==> src/rtl/proc_dmem_subword_unit.sv <==
// proc_dmem_subword_unit
//   Sits between a processor load/store port and a word-wide data memory.
//   Turns byte/half/word requests into aligned word requests with byte
//   write enables, and turns aligned word responses back into sign- or
//   zero-extended load results. Misaligned requests never reach memory;
//   they get an in-order zero response and raise a sticky error flag.
//   An in-order queue of request descriptors keeps responses matched to
//   requests, including the locally generated ones.
//
// Ports
//   clk, reset           clock, synchronous active-high reset
//   preq_*               processor request (val/rdy, type, size, unsigned, addr, data)
//   mreq_*               memory request (val/rdy, type, word addr, data, byte wmask)
//   mresp_*              memory response (val/rdy, aligned word data)
//   presp_*              processor response (val/rdy, formatted data)
//   misalign_err         sticky flag, set by any accepted misaligned request
//   num_outstanding      number of tracked, not yet answered requests
module proc_dmem_subword_unit #(
  parameter int p_num_entries = 2
) (
  input  logic                               clk,
  input  logic                               reset,
  input  logic                               preq_val,
  output logic                               preq_rdy,
  input  logic                               preq_type,
  input  logic [1:0]                         preq_size,
  input  logic                               preq_unsigned,
  input  logic [31:0]                        preq_addr,
  input  logic [31:0]                        preq_data,
  output logic                               mreq_val,
  input  logic                               mreq_rdy,
  output logic                               mreq_type,
  output logic [31:0]                        mreq_addr,
  output logic [31:0]                        mreq_data,
  output logic [3:0]                         mreq_wmask,
  input  logic                               mresp_val,
  output logic                               mresp_rdy,
  input  logic [31:0]                        mresp_data,
  output logic                               presp_val,
  input  logic                               presp_rdy,
  output logic [31:0]                        presp_data,
  output logic                               misalign_err,
  output logic [$clog2(p_num_entries):0]     num_outstanding
);

  localparam int PW = $clog2(p_num_entries);
  localparam int CW = PW + 1;

  localparam logic [1:0] SZ_BYTE = 2'd0;
  localparam logic [1:0] SZ_HALF = 2'd1;

  // One descriptor per accepted request; bypass marks a locally answered one.
  typedef struct packed {
    logic       req_type;
    logic [1:0] size;
    logic       uns;
    logic [1:0] off;
    logic       bypass;
  } entry_t;

  entry_t          queue_r [p_num_entries];
  logic [PW-1:0]   head_r;
  logic [PW-1:0]   tail_r;
  logic [CW-1:0]   count_r;
  logic            err_r;

  logic [1:0]      off_s;
  logic            misaligned_s;
  logic            full_s;
  logic            empty_s;
  logic            enq_s;
  logic            deq_s;
  entry_t          head_s;
  entry_t          new_entry_s;

  // Right-justify the addressed bytes of a memory word and extend them.
  function automatic logic [31:0] fmt_load(input logic [31:0] word,
                                           input logic [1:0]  size,
                                           input logic [1:0]  off,
                                           input logic        uns);
    logic [31:0] w;
    logic        s;
    w = word >> {off, 3'b000};
    s = ~uns;
    case (size)
      SZ_BYTE: fmt_load = {{24{s & w[7]}}, w[7:0]};
      SZ_HALF: fmt_load = {{16{s & w[15]}}, w[15:0]};
      default: fmt_load = word;
    endcase
  endfunction

  assign off_s     = preq_addr[1:0];
  assign full_s    = (count_r == CW'(p_num_entries));
  assign empty_s   = (count_r == {CW{1'b0}});
  assign head_s    = queue_r[head_r];
  assign mreq_type = preq_type;
  assign mreq_addr = {preq_addr[31:2], 2'b00};

  // Alignment check; size 3 behaves as a word.
  always_comb begin
    misaligned_s = 1'b0;
    case (preq_size)
      SZ_BYTE: misaligned_s = 1'b0;
      SZ_HALF: misaligned_s = off_s[0];
      default: misaligned_s = (off_s != 2'b00);
    endcase
  end

  // Store data replication and byte enables for the memory word.
  always_comb begin
    mreq_data  = preq_data;
    mreq_wmask = 4'b0000;
    case (preq_size)
      SZ_BYTE: begin
        mreq_data  = {4{preq_data[7:0]}};
        mreq_wmask = 4'b0001 << off_s;
      end
      SZ_HALF: begin
        mreq_data  = {2{preq_data[15:0]}};
        mreq_wmask = 4'b0011 << off_s;
      end
      default: begin
        mreq_data  = preq_data;
        mreq_wmask = 4'b1111;
      end
    endcase
    if (!preq_type) begin
      mreq_wmask = 4'b0000;
    end else begin
      mreq_wmask = mreq_wmask;
    end
  end

  // Request-side handshake; misaligned requests are accepted without memory.
  always_comb begin
    preq_rdy = 1'b0;
    mreq_val = 1'b0;
    if (reset) begin
      preq_rdy = 1'b0;
      mreq_val = 1'b0;
    end else if (misaligned_s) begin
      preq_rdy = ~full_s;
      mreq_val = 1'b0;
    end else begin
      preq_rdy = mreq_rdy & ~full_s;
      mreq_val = preq_val & ~full_s;
    end
  end

  // Response-side steering driven by the queue head.
  always_comb begin
    presp_val  = 1'b0;
    mresp_rdy  = 1'b0;
    presp_data = 32'h0000_0000;
    if (reset || empty_s) begin
      presp_val = 1'b0;
      mresp_rdy = 1'b0;
    end else if (head_s.bypass) begin
      presp_val = 1'b1;
      mresp_rdy = 1'b0;
    end else begin
      presp_val = mresp_val;
      mresp_rdy = presp_rdy;
      if (!head_s.req_type) begin
        presp_data = fmt_load(mresp_data, head_s.size, head_s.off, head_s.uns);
      end else begin
        presp_data = 32'h0000_0000;
      end
    end
  end

  assign enq_s = preq_val & preq_rdy;
  assign deq_s = presp_val & presp_rdy;

  assign new_entry_s = '{req_type: preq_type, size: preq_size, uns: preq_unsigned,
                         off: off_s, bypass: misaligned_s};

  // Queue storage, pointers, occupancy and sticky error flag.
  always_ff @(posedge clk) begin
    if (reset) begin
      for (int i = 0; i < p_num_entries; i++) begin
        queue_r[i] <= '0;
      end
      head_r  <= {PW{1'b0}};
      tail_r  <= {PW{1'b0}};
      count_r <= {CW{1'b0}};
      err_r   <= 1'b0;
    end else begin
      if (enq_s) begin
        queue_r[tail_r] <= new_entry_s;
        tail_r          <= tail_r + PW'(1);
      end
      if (deq_s) begin
        head_r <= head_r + PW'(1);
      end
      case ({enq_s, deq_s})
        2'b10:   count_r <= count_r + CW'(1);
        2'b01:   count_r <= count_r - CW'(1);
        default: count_r <= count_r;
      endcase
      if (enq_s && misaligned_s) begin
        err_r <= 1'b1;
      end
    end
  end

  assign misalign_err    = err_r;
  assign num_outstanding = count_r;

endmodule

==> config.mk <==
export PLATFORM = sky130hd
export DESIGN_NAME = proc_dmem_subword_unit
export DESIGN_NICKNAME = d
export VERILOG_FILES = /design/src/rtl/proc_dmem_subword_unit.sv
export SDC_FILE = /design/constraint.sdc
export NUM_CORES = 1
export LEC_CHECK = 0
export ABC_AREA = 1
export CAP_MARGIN = 25
export CELL_PAD_IN_SITES_DETAIL_PLACEMENT = 1
export CELL_PAD_IN_SITES_GLOBAL_PLACEMENT = 1
export CORE_ASPECT_RATIO = 0.9
export CORE_MARGIN = 1.5
export CORE_UTILIZATION = 23
export CTS_CLUSTER_DIAMETER = 50
export DETAILED_ROUTE_END_ITERATION = 8
export PLACE_DENSITY = 0.94
export SYNTH_ARGS = -nofsm -noshare
export SYNTH_HDL_FRONTEND = slang
export SYNTH_SLANG_ARGS = --single-unit
==> constraint.sdc <==
create_clock -name clk -period 2.9 [get_ports clk]
set_input_delay 0.725 -clock clk [delete_from_list [all_inputs] [get_ports clk]]
set_output_delay 0.725 -clock clk [all_outputs]
set_load 0.1 [all_outputs]
==> results of run 1 <==
sequential cells by signal (all words and copies together), names as in the netlist, named ones only:
signal,flops
head_r,1
misalign_err,1
num_outstanding,2
queue_r,14
tail_r,1
cells in the final DEF (no fill, tap or decap), drive strengths merged:
cell type,instances
nand2,172
buf,110
nor2,72
clkdlybuf4s50,69
inv,54
nand3,39
o21ai,30
a21oi,26
edfxtp,14
o211ai,7
dfxtp,6
clkbuf,5
dlygate4sd2,4
nor3,3
conb,2
dlymetal6s2s,2
nand3b,1
clkinvlp,1
xor2,1
ha,1
timing repair:
action                                  CTS  global route
endpoints found under the setup margin   39            23
pin swaps                                10             8
buffers inserted                          5             3
cloned                                    2             0
hold buffers                              0             0
resized for setup                        25            17
metal layers:
layer	global-route usage, %	part of all wire, %
met5	0	0
met4	3.15	0.76
met3	3.87	7.0
met2	37.0	54
met1	19.9	38
tightest hold or removal path, cell delays in order (launching register included):
cell,delay [ns]
dfxtp_1,0.31
inv_1,0.05
a21oi_1,0.06
power by group through the flow:
| stage | Clock [mW] | Sequential, mW | Combinational (mW) |
|---|---|---|---|
| floorplan | 0 | 0.362 | 0.972 |
| global placement | 0 | 0.341 | 1.24 |
| detailed placement | 0 | 0.343 | 1.26 |
| CTS | 0.311 | 0.339 | 1.30 |
| global route | 0.318 | 0.340 | 1.38 |
| finish | 0.304 | 0.338 | 1.31 |
worst max-delay path by stage:
stage | start | to | cells past startpoint | slack, ns
floorplan | preq_size[0] | mreq_data[24] | 4 | -0.27
global placement | reset | presp_data[20] | 9 | -0.13
detailed placement | reset | presp_data[28] | 9 | -0.18
CTS | mresp_data[15] | presp_data[15] | 7 | 0.01
global route | mresp_data[7] | presp_data[18] | 8 | -0.03
finish | reset | presp_data[4] | 9 | 0.08
cell type report:
class,count,area [um2],share of cell area (%)
clock buffer,4,88.8,1.60
timing repair buffer,186,2570,46.2
tap,160,200,3.60
multi-input combinational,354,1930,34.7
sequential,20,544,9.80
inverter,55,230,4.14
through the flow:
| step | utilization, % | TNS (ns) | power, mW |
|---|---|---|---|
| 2_1_floorplan | - | -1.61 | 1.33 |
| 3_3_place_gp | 43.9 | -3.41 | 1.59 |
| 3_5_place_dp | 43.9 | -4.98 | 1.61 |
| 4_1_cts | 45.9 | 0 | 1.95 |
| 5_1_grt | 46.4 | -0.121 | 2.04 |
| 6_report | 46.4 | 0 | 1.95 |
logic make-up (layout without fill, tap and decap cells):
| kind of cell | count (synthesis) | in the layout | share of synthesized area, % |
|---|---|---|---|
| flip-flops | 20 | 20 | 19.3 |
| other | 1 | 2 | 0.134 |
| XOR/XNOR | 1 | 1 | 0.313 |
| AND/OR/NAND/NOR | 286 | 287 | 44.6 |
| buffers and inverters | 115 | 245 | 22.8 |
| AO/OA/AOI/OAI | 63 | 63 | 12.4 |
| adder cells (fa/ha/maj) | 1 | 1 | 0.447 |
==> flow_results.xml, run 1 <==
<?xml version="1.0" encoding="UTF-8"?>
<metrics>
  <group name="yosys">
    <metric name="syn_avg_cell_area" unit="um2">5.75</metric>
    <metric name="post-synth-top-count-cell" unit="">nand2_1</metric>
    <metric name="synth_area_leader_cell" unit="">nand2_1</metric>
    <metric name="synth.yosys.warnings" unit="">0</metric>
    <metric name="yosysSeqAreaShare" unit="%">19.3</metric>
    <metric name="synth_edf_count" unit="">14</metric>
    <metric name="netlist_top_cells_area" unit="">nand2_1 (20%), edfxtp_1 (15%), buf_4 (12%), nor2_1 (9.2%), nand3_1 (6.4%)</metric>
    <metric name="post_synth_num_cell_types" unit="">30</metric>
    <metric name="synth_ff_type" unit="">edfxtp_1</metric>
    <metric name="ys_async_sr_fraction" unit="%">0</metric>
    <metric name="ys_seq_elements" unit="">20</metric>
    <metric name="synth.top_cell.area_share" unit="%">20.4</metric>
    <metric name="synthesis.area" unit="um2">2800</metric>
    <metric name="leading_cell_types_by_count_after_synthesis" unit="">nand2_1 (152), nor2_1 (69), buf_4 (44)</metric>
    <metric name="synth_cells" unit="">487</metric>
  </group>
  <group name="grt">
    <metric name="first_global_vias" unit="">3978</metric>
    <metric name="grt_antenna_before_repair" unit="">0</metric>
    <metric name="grt_pass1_wl" unit="um">19200</metric>
    <metric name="global_route.overflow_total" unit="">0</metric>
    <metric name="grt_start_max_net_pins" unit="">29</metric>
    <metric name="groute.usage.overall" unit="%">18.4</metric>
  </group>
  <group name="cts">
    <metric name="numCtsBuffers" unit="">3</metric>
    <metric name="cts-root-buf" unit="">clkbuf_16</metric>
    <metric name="tritoncts" unit="">yes</metric>
    <metric name="clock_pin_slew_on_the_worst_setup_and_hold_paths" unit="ns">0.05</metric>
    <metric name="cts_sinks" unit="">20</metric>
    <metric name="worst_skew_pair.late_latency" unit="ns">0.25</metric>
    <metric name="cts.htree.levels" unit="">1</metric>
    <metric name="cts.path.max_buffers" unit="">2</metric>
  </group>
  <group name="floorplanning">
    <metric name="die-area" unit="um2">12800</metric>
    <metric name="die-width" unit="um">119</metric>
    <metric name="initial_utilization" unit="%">23.4</metric>
    <metric name="design.core.area" unit="um2">12000</metric>
    <metric name="die_height" unit="um">108</metric>
    <metric name="rows" unit="">38</metric>
    <metric name="io-pin-count" unit="">214</metric>
  </group>
  <group name="worst_hold_path">
    <metric name="hp-start" unit="">misalign_err</metric>
    <metric name="timing.hold.worst_endpoint" unit="">misalign_err</metric>
    <metric name="min_path_cells" unit="">2</metric>
    <metric name="hold_path.class" unit="">reg2reg</metric>
  </group>
  <group name="worst_setup_path">
    <metric name="cp_slowest_stage_delay" unit="ns">0.25</metric>
    <metric name="worstReg2RegEnd" unit="">num_outstanding[1]</metric>
    <metric name="ff2ff_setup_slack" unit="ns">0.97</metric>
    <metric name="critPathArrivalTime" unit="ns">2.09</metric>
    <metric name="crit_slowest_cell" unit="">dlygate4sd2_1</metric>
    <metric name="timing.critical_path.buf_inv" unit="">5</metric>
    <metric name="path_common_cell" unit="">buf_12</metric>
    <metric name="critPathMaxFanout" unit="">8</metric>
    <metric name="crit_family" unit="">buffers and inverters</metric>
    <metric name="setup.worst_path.start_class" unit="">input port</metric>
    <metric name="crit_chain" unit="">dlygate4sd2_1 &gt; inv_2 &gt; o21ai_4 &gt; nor3_4 &gt; buf_12 &gt; buf_12 &gt; o21ai_0 &gt; a21oi_4 &gt; buf_12</metric>
    <metric name="worstPathRequired" unit="ns">2.17</metric>
    <metric name="timing.reg2reg.worst_path_depth" unit="">11</metric>
    <metric name="cp-end-kind" unit="">primary output</metric>
    <metric name="setup.worst_path.class" unit="">in2out</metric>
  </group>
  <group name="power_and_ir_drop">
    <metric name="clock_power_share" unit="%">15.6</metric>
    <metric name="p_switching" unit="mW">0.957</metric>
    <metric name="leak_pwr" unit="nW">2.57</metric>
    <metric name="cellPowerDensity" unit="nW/um2">352</metric>
    <metric name="vdd_drop_max" unit="mV">0.223</metric>
    <metric name="switching_share" unit="%">48.9</metric>
    <metric name="power.internal" unit="mW">0.998</metric>
    <metric name="p_comb_share" unit="%">67.1</metric>
    <metric name="share_seq_of_total_power" unit="%">17.3</metric>
  </group>
  <group name="place">
    <metric name="place.detailed.hpwl" unit="um">9400</metric>
    <metric name="routabilityCongestion" unit="">0.790</metric>
    <metric name="inst_count_dp" unit="">765</metric>
    <metric name="io_buffer_count" unit="">151</metric>
    <metric name="post-place-ws" unit="ns">-0.181</metric>
    <metric name="placement.cell_area" unit="um2">5260</metric>
  </group>
  <group name="timing">
    <metric name="fmaxAchievable" unit="MHz">355</metric>
    <metric name="rsz0062_at_grt" unit="">yes</metric>
    <metric name="finalHoldViolCount" unit="">0</metric>
    <metric name="final.period_utilization" unit="%">97.2</metric>
    <metric name="fin_hold_ws" unit="ns">0.464</metric>
    <metric name="report.final.slew_viol_count" unit="">0</metric>
    <metric name="post-route-min-period" unit="ns">2.82</metric>
    <metric name="timing.final.ws_setup" unit="ns">0.0819</metric>
    <metric name="setup_violations_final" unit="">0</metric>
    <metric name="final.setup_skew" unit="ns">0.00385</metric>
  </group>
  <group name="route">
    <metric name="route.detailed.wl_per_inst" unit="um">14.9</metric>
    <metric name="detail_route.wirelength" unit="um">11600</metric>
    <metric name="dr.pass1.iters" unit="">4</metric>
    <metric name="drtAntennaViolNets" unit="">0</metric>
    <metric name="remaining_drc_errors" unit="">0</metric>
    <metric name="vias" unit="">3625</metric>
    <metric name="drt_first_iter_violations" unit="">149</metric>
    <metric name="routed_via_density" unit="">4.65</metric>
  </group>
  <group name="final_layout">
    <metric name="finish.instance_area" unit="um2">5560</metric>
    <metric name="area.growth.synth_to_final" unit="%">98.4</metric>
    <metric name="finalNetCount" unit="">727</metric>
    <metric name="non_filler_cells_in_the_finished_layout" unit="">779</metric>
    <metric name="antenna_cells" unit="">0</metric>
    <metric name="layout-drive-gt1-share" unit="%">33.4</metric>
    <metric name="filler_cell_count" unit="">1468</metric>
  </group>
  <group name="flow_run">
    <metric name="drv_cap" unit="">0</metric>
  </group>
  <group name="outcome">
    <metric name="run_status" unit="">completed</metric>
  </group>
</metrics>
(Power assumes the default switching activity.)
==> run 2, diff against run 1 <==
--- a/config.mk
+++ b/config.mk
@@ -15,6 +15,7 @@
 export CTS_CLUSTER_DIAMETER = 50
 export DETAILED_ROUTE_END_ITERATION = 8
 export PLACE_DENSITY = 0.94
+export SKIP_LAST_GASP = 1
 export SYNTH_ARGS = -nofsm -noshare
 export SYNTH_HDL_FRONTEND = slang
 export SYNTH_SLANG_ARGS = --single-unit
==> results of run 2 <==
Same layout as run 1: the final DEF is identical, and so are final timing and power.
